$ cat src/rtl/mac_drain_pkg.sv
// Shared types and helpers for the MAC result drain buffer.
package mac_drain_pkg;

    localparam int DEFAULT_WIDTH = 8;
    localparam int DEFAULT_DEPTH = 4;

    typedef enum logic [1:0] {
        OP_IDLE = 2'd0,
        OP_PUSH = 2'd1,
        OP_POP  = 2'd2,
        OP_BOTH = 2'd3
    } drain_op_t;

    function automatic logic [31:0] ptr_inc(input logic [31:0] ptr, input int depth);
        if (ptr == 32'(depth - 1)) begin
            return '0;
        end
        return ptr + 32'd1;
    endfunction

endpackage

$ cat src/rtl/drain_ptr_ctr.sv
// Wrapping circular-buffer pointer, advanced on the falling clock edge when inc is high.
module drain_ptr_ctr
    import mac_drain_pkg::*;
#(
    parameter int DEPTH = DEFAULT_DEPTH
) (
    input  logic                     clk_n,
    input  logic                     rst_n,
    input  logic                     inc,
    output logic [$clog2(DEPTH)-1:0] ptr
);

    localparam int PTR_W = $clog2(DEPTH);

    logic [PTR_W-1:0] ptr_d;
    logic [PTR_W-1:0] ptr_q;

    always_comb begin
        ptr_d = ptr_q;
        if (inc) begin
            ptr_d = PTR_W'(ptr_inc(32'(ptr_q), DEPTH));
        end
    end

    always_ff @(negedge clk_n or negedge rst_n) begin
        if (!rst_n) begin
            ptr_q <= '0;
        end else begin
            ptr_q <= ptr_d;
        end
    end

    assign ptr = ptr_q;

endmodule

$ cat src/rtl/mac_result_drain.sv
// Circular FWFT buffer draining MAC results to a valid/ready consumer on the falling edge.
// Optional sticky overflow flag (clr_ovf/ovf ports) enabled by MAC_DRAIN_OVF_STICKY_EN.
module mac_result_drain
    import mac_drain_pkg::*;
#(
    parameter int WIDTH = DEFAULT_WIDTH,
    parameter int DEPTH = DEFAULT_DEPTH,
    localparam int CNT_W = $clog2(DEPTH) + 1
) (
    input  logic             clk_n,
    input  logic             rst_n,
    input  logic             ld,
    input  logic [WIDTH-1:0] datain,
    output logic             full,
    output logic             out_valid,
    input  logic             out_ready,
    output logic [WIDTH-1:0] dataout,
    output logic [CNT_W-1:0] count
`ifdef MAC_DRAIN_OVF_STICKY_EN
    ,
    input  logic             clr_ovf,
    output logic             ovf
`endif
);

    localparam int PTR_W = $clog2(DEPTH);

    logic [WIDTH-1:0] mem_q [DEPTH];
    logic [CNT_W-1:0] count_d;
    logic [CNT_W-1:0] count_q;
    logic [PTR_W-1:0] wr_ptr;
    logic [PTR_W-1:0] rd_ptr;
    logic             pop;
    logic             wr_en;
    drain_op_t        op;

    // Status comes only from the registered count, never from ld/out_ready.
    assign full      = (count_q == CNT_W'(DEPTH));
    assign out_valid = (count_q != '0);
    assign pop       = out_valid & out_ready;
    assign wr_en     = ld & (~full | pop);
    assign count     = count_q;
    assign dataout   = out_valid ? mem_q[rd_ptr] : '0;

    always_comb begin
        op      = OP_IDLE;
        count_d = count_q;
        if (wr_en && pop) begin
            op = OP_BOTH;
        end else if (wr_en) begin
            op = OP_PUSH;
        end else if (pop) begin
            op = OP_POP;
        end
        case (op)
            OP_PUSH: count_d = count_q + CNT_W'(1);
            OP_POP:  count_d = count_q - CNT_W'(1);
            default: count_d = count_q;
        endcase
    end

    always_ff @(negedge clk_n or negedge rst_n) begin
        if (!rst_n) begin
            count_q <= '0;
        end else begin
            count_q <= count_d;
        end
    end

    // Storage is deliberately not reset; count gates visibility.
    always_ff @(negedge clk_n) begin
        if (wr_en) begin
            mem_q[wr_ptr] <= datain;
        end
    end

    drain_ptr_ctr #(.DEPTH(DEPTH)) u_wr_ptr (
        .clk_n (clk_n),
        .rst_n (rst_n),
        .inc   (wr_en),
        .ptr   (wr_ptr)
    );

    drain_ptr_ctr #(.DEPTH(DEPTH)) u_rd_ptr (
        .clk_n (clk_n),
        .rst_n (rst_n),
        .inc   (pop),
        .ptr   (rd_ptr)
    );

`ifdef MAC_DRAIN_OVF_STICKY_EN
    logic ovf_d;
    logic ovf_q;

    always_comb begin
        ovf_d = ovf_q;
        if (ld && !wr_en) begin
            ovf_d = 1'b1;
        end else if (clr_ovf) begin
            ovf_d = 1'b0;
        end
    end

    always_ff @(negedge clk_n or negedge rst_n) begin
        if (!rst_n) begin
            ovf_q <= 1'b0;
        end else begin
            ovf_q <= ovf_d;
        end
    end

    assign ovf = ovf_q;
`endif

endmodule

$ cat config.mk
export PLATFORM = sky130hd
export DESIGN_NAME = mac_result_drain
export DESIGN_NICKNAME = d
export VERILOG_FILES = /design/src/rtl/mac_drain_pkg.sv /design/src/rtl/drain_ptr_ctr.sv /design/src/rtl/mac_result_drain.sv
export SDC_FILE = /design/constraint.sdc
export NUM_CORES = 1
export LEC_CHECK = 0
export ABC_AREA = 1
export BUFFER_PORTS_ARGS = -buffer_cell sky130_fd_sc_hd__buf_2
export CAP_MARGIN = 40
export CORE_MARGIN = 2
export CORE_UTILIZATION = 50
export DETAILED_ROUTE_END_ITERATION = 10
export PLACE_DENSITY_LB_ADDON = 0.2
export REMOVE_ABC_BUFFERS = 1
export SETUP_SLACK_MARGIN = 0.05
export SKIP_LAST_GASP = 1
export SYNTH_ARGS = -nofsm -noshare
export SYNTH_HDL_FRONTEND = slang
export SYNTH_HIERARCHICAL = 1
export SYNTH_SLANG_ARGS = --single-unit
export TNS_END_PERCENT = 30
$ cat constraint.sdc
create_clock -name clk_n -period 1.7 [get_ports clk_n]
set_clock_uncertainty 0.2 [all_clocks]
set_input_delay 0.085 -clock clk_n [delete_from_list [all_inputs] [get_ports clk_n]]
set_output_delay 0.085 -clock clk_n [all_outputs]
set_load 0.01 [all_outputs]
==> metrics <==
status complete, but fails checks; violated checks setup timing; leakage dissipation 0.00113 uW; P&R area growth vs syn 35.6%; Initial Utilization 51.5%; Die ar. 0.00387 mm2; drt drc 0; Final Routed Wirelength 3750 um; Worst setup SP type flip-flop; Least-Margin Pin Slew 0.298 ns; Die H 62.2 um; Die Wd 62.2 um; post-synthesis cell count 155; Final #Nets 255; Worst path max stage delay 0.42 ns; global-route wire length before repair 6020 um; Distinct cells, synth 22; PD cells 1780 mW/mm2; largest net degree at the start of global routing 17; DRT Pass-1 Iters 4; port bufs 24; Non-Filler Instances 287; Placer Congestion 0.764; Reg2Reg Setup Slack -0.11 ns; final worst setup slack -0.949 ns; crit-path max FO 7; # diodes 0; CTS sink count 39; Worst EP required 1.41 ns; dpl hpwl 2380 um; final setup TNS -12.52 ns; Clk Latency, worst-skew pair 0.34 ns; syn avg cell area 10.9 um2; cell area after synthesis 0.00169 mm2; via count 1363; Routed wire per std cell 13.1 um; Clock Pin Slew Worst Setup and Hold Paths 0.09 ns; total of warnings raised by yosys 6; crit-path most repeated cell nor2_1; TritonCTS clock tree done; vias per inst 4.75; initial antenna violation count 0; Worst Hold Class in -> async; Hold Violations, Final 0; Total GRT Usage 20.7%; final slew viol count 0; Reg2Reg Capture Point count[1]$_DFFE_NN0P_; FF-to-FF Start count[2]$_DFFE_NN0P_; Reg2Reg Depth 8; CTS root buf clkbuf_4; MaxCap Viol Count 0; post-cts hold buffer count 0; synthesized flop and latch total 39; WP data arrival 2.36 ns; Crit Path Class reg -> out; Rel. slew slack 80.1%; IO Pins 25; ANT nets after route 0; proportion of layout cells with a drive suffix above 1 28.2%; 1st-iter DRT viols 69; IR drop worst, VDD 1.06 mV; CP max-delay cell dfrtn_1; htree depth 2; Rows 21; Hold WS 0.0856 ns; RSZ-0062 raised after global routing true; total CTS buffers 5; CORE AREA 0.00328 mm2; global route overflow 0; pre-CTS worst setup slack -0.671 ns; crit path cell chain buf_4, buf_12, nor2_1, nor2_1, o21ai_0, a21oi_1, buf_2; vias in the first global route 1437; Crit. End Element output pin; # setup viols final 47; CTS max path bufs 2; Crit path max-delay family flip-flops; Power, Total 4100 uW; Seq/Total Area, Yosys 67.1%; placed cell count 241; Buf/Inv on CP 3
-- routing by layer --
layer / global-route usage, % / part of all wire (%) / up-vias
met4: 11.9 / 1.6 / 0
li1: - / - / 685
met2: 32.9 / 51 / 34
met1: 24.8 / 43 / 640
met3: 6.88 / 4.0 / 4
met5: 0 / 0 / -
-- cell usage after synthesis --
library cell	instances	area, um2
inv_2	1	3.75
o21ai_2	1	8.76
nand2_2	2	12.5
nand3_1	1	5.00
nand2_4	1	11.3
buf_4	2	15.0
xor2_1	1	8.76
clkbuf_2	1	5.00
fa_1	1	20.0
nand2_1	19	71.3
o21ai_0	17	85.1
buf_2	1	5.00
ha_1	2	25.0
nor3_1	4	20.0
inv_1	16	60.1
edfxtp_1	32	961
nor2_1	34	128
nand3_2	2	20.0
nor2_2	1	6.26
nand4_1	1	6.26
a21oi_1	8	40.0
dfrtn_1	7	175
-- final cells by class --
class | instances | area (um2)
Fill cell | 246 | 988
Clock inverter | 35 | 139
Timing Repair Buffer | 51 | 385
Sequential cell | 39 | 1140
Multi-Input combinational cell | 95 | 478
Tap cell | 46 | 57.6
Clock buffer | 5 | 37.5
Inverter | 16 | 62.6
-- flip-flops by register name, indices dropped and copies added (netlist names) --
register	cells
mem_q	32
count	3
u_rd_ptr/ptr	2
u_wr_ptr/ptr	2
-- power breakdown --
part	switching, uW	internal, uW	leakage [uW]
logic	1050	888	0.000543
registers	103	1290	0.000379
clock network	509	260	0.000208
total	1660	2440	0.00113
-- cells by family (layout without fill, tap and decap cells) --
group	Yosys count	in the layout	synth area share, %
xor gates and xnor gates	1	1	0.517
DFF	39	39	67.1
and+or+nand+nor	65	65	16.6
adders and majority gates	3	3	2.66
buffers and inverters	21	107	5.25
AOI/OAI and AO/OA	26	26	7.91
-- per-stage QoR --
step / area, um2 / utilization (%)
finish: 2300 / 69.9
global route: 2300 / 69.9
CTS: 2270 / 69.1
detailed placement: 2010 / 61.1
global placement: 2010 / 61.1
floorplan: 1670 / -
-- placed cells by master, fill, tap and decap left out, drive strengths merged, types with 4 or more instances in the layout --
cell type,Yosys,routed
inv,17,51
nor2,35,35
clkbuf,1,5
nor3,4,4
buf,3,51
o21ai,18,18
edfxtp,32,32
nand2,22,22
dfrtn,7,7
a21oi,8,8
-- worst max-delay path by stage --
stage / slack (ns) / from / cells past startpoint / to
floorplan: -0.59 / u_rd_ptr/ptr[0]$_DFFE_NN0P_ / 4 / dataout[0]
global placement: -0.60 / u_rd_ptr/ptr[0]$_DFFE_NN0P_ / 6 / dataout[7]
detailed placement: -0.67 / u_rd_ptr/ptr[0]$_DFFE_NN0P_ / 6 / dataout[7]
CTS: -0.96 / u_rd_ptr/ptr[0]$_DFFE_NN0P_ / 7 / dataout[3]
global route: -1.06 / u_rd_ptr/ptr[0]$_DFFE_NN0P_ / 5 / dataout[3]
finish: -0.95 / u_rd_ptr/ptr[0]$_DFFE_NN0P_ / 7 / dataout[3]
-- repair_timing --
item	4_1_cts	5_1_grt
resized for setup	12	7
buffers inserted	5	3
endpoints found under the setup margin	49	49
endpoints found under the hold margin	0	0
pin swaps	8	7
Power figures use the tool's default switching activity.
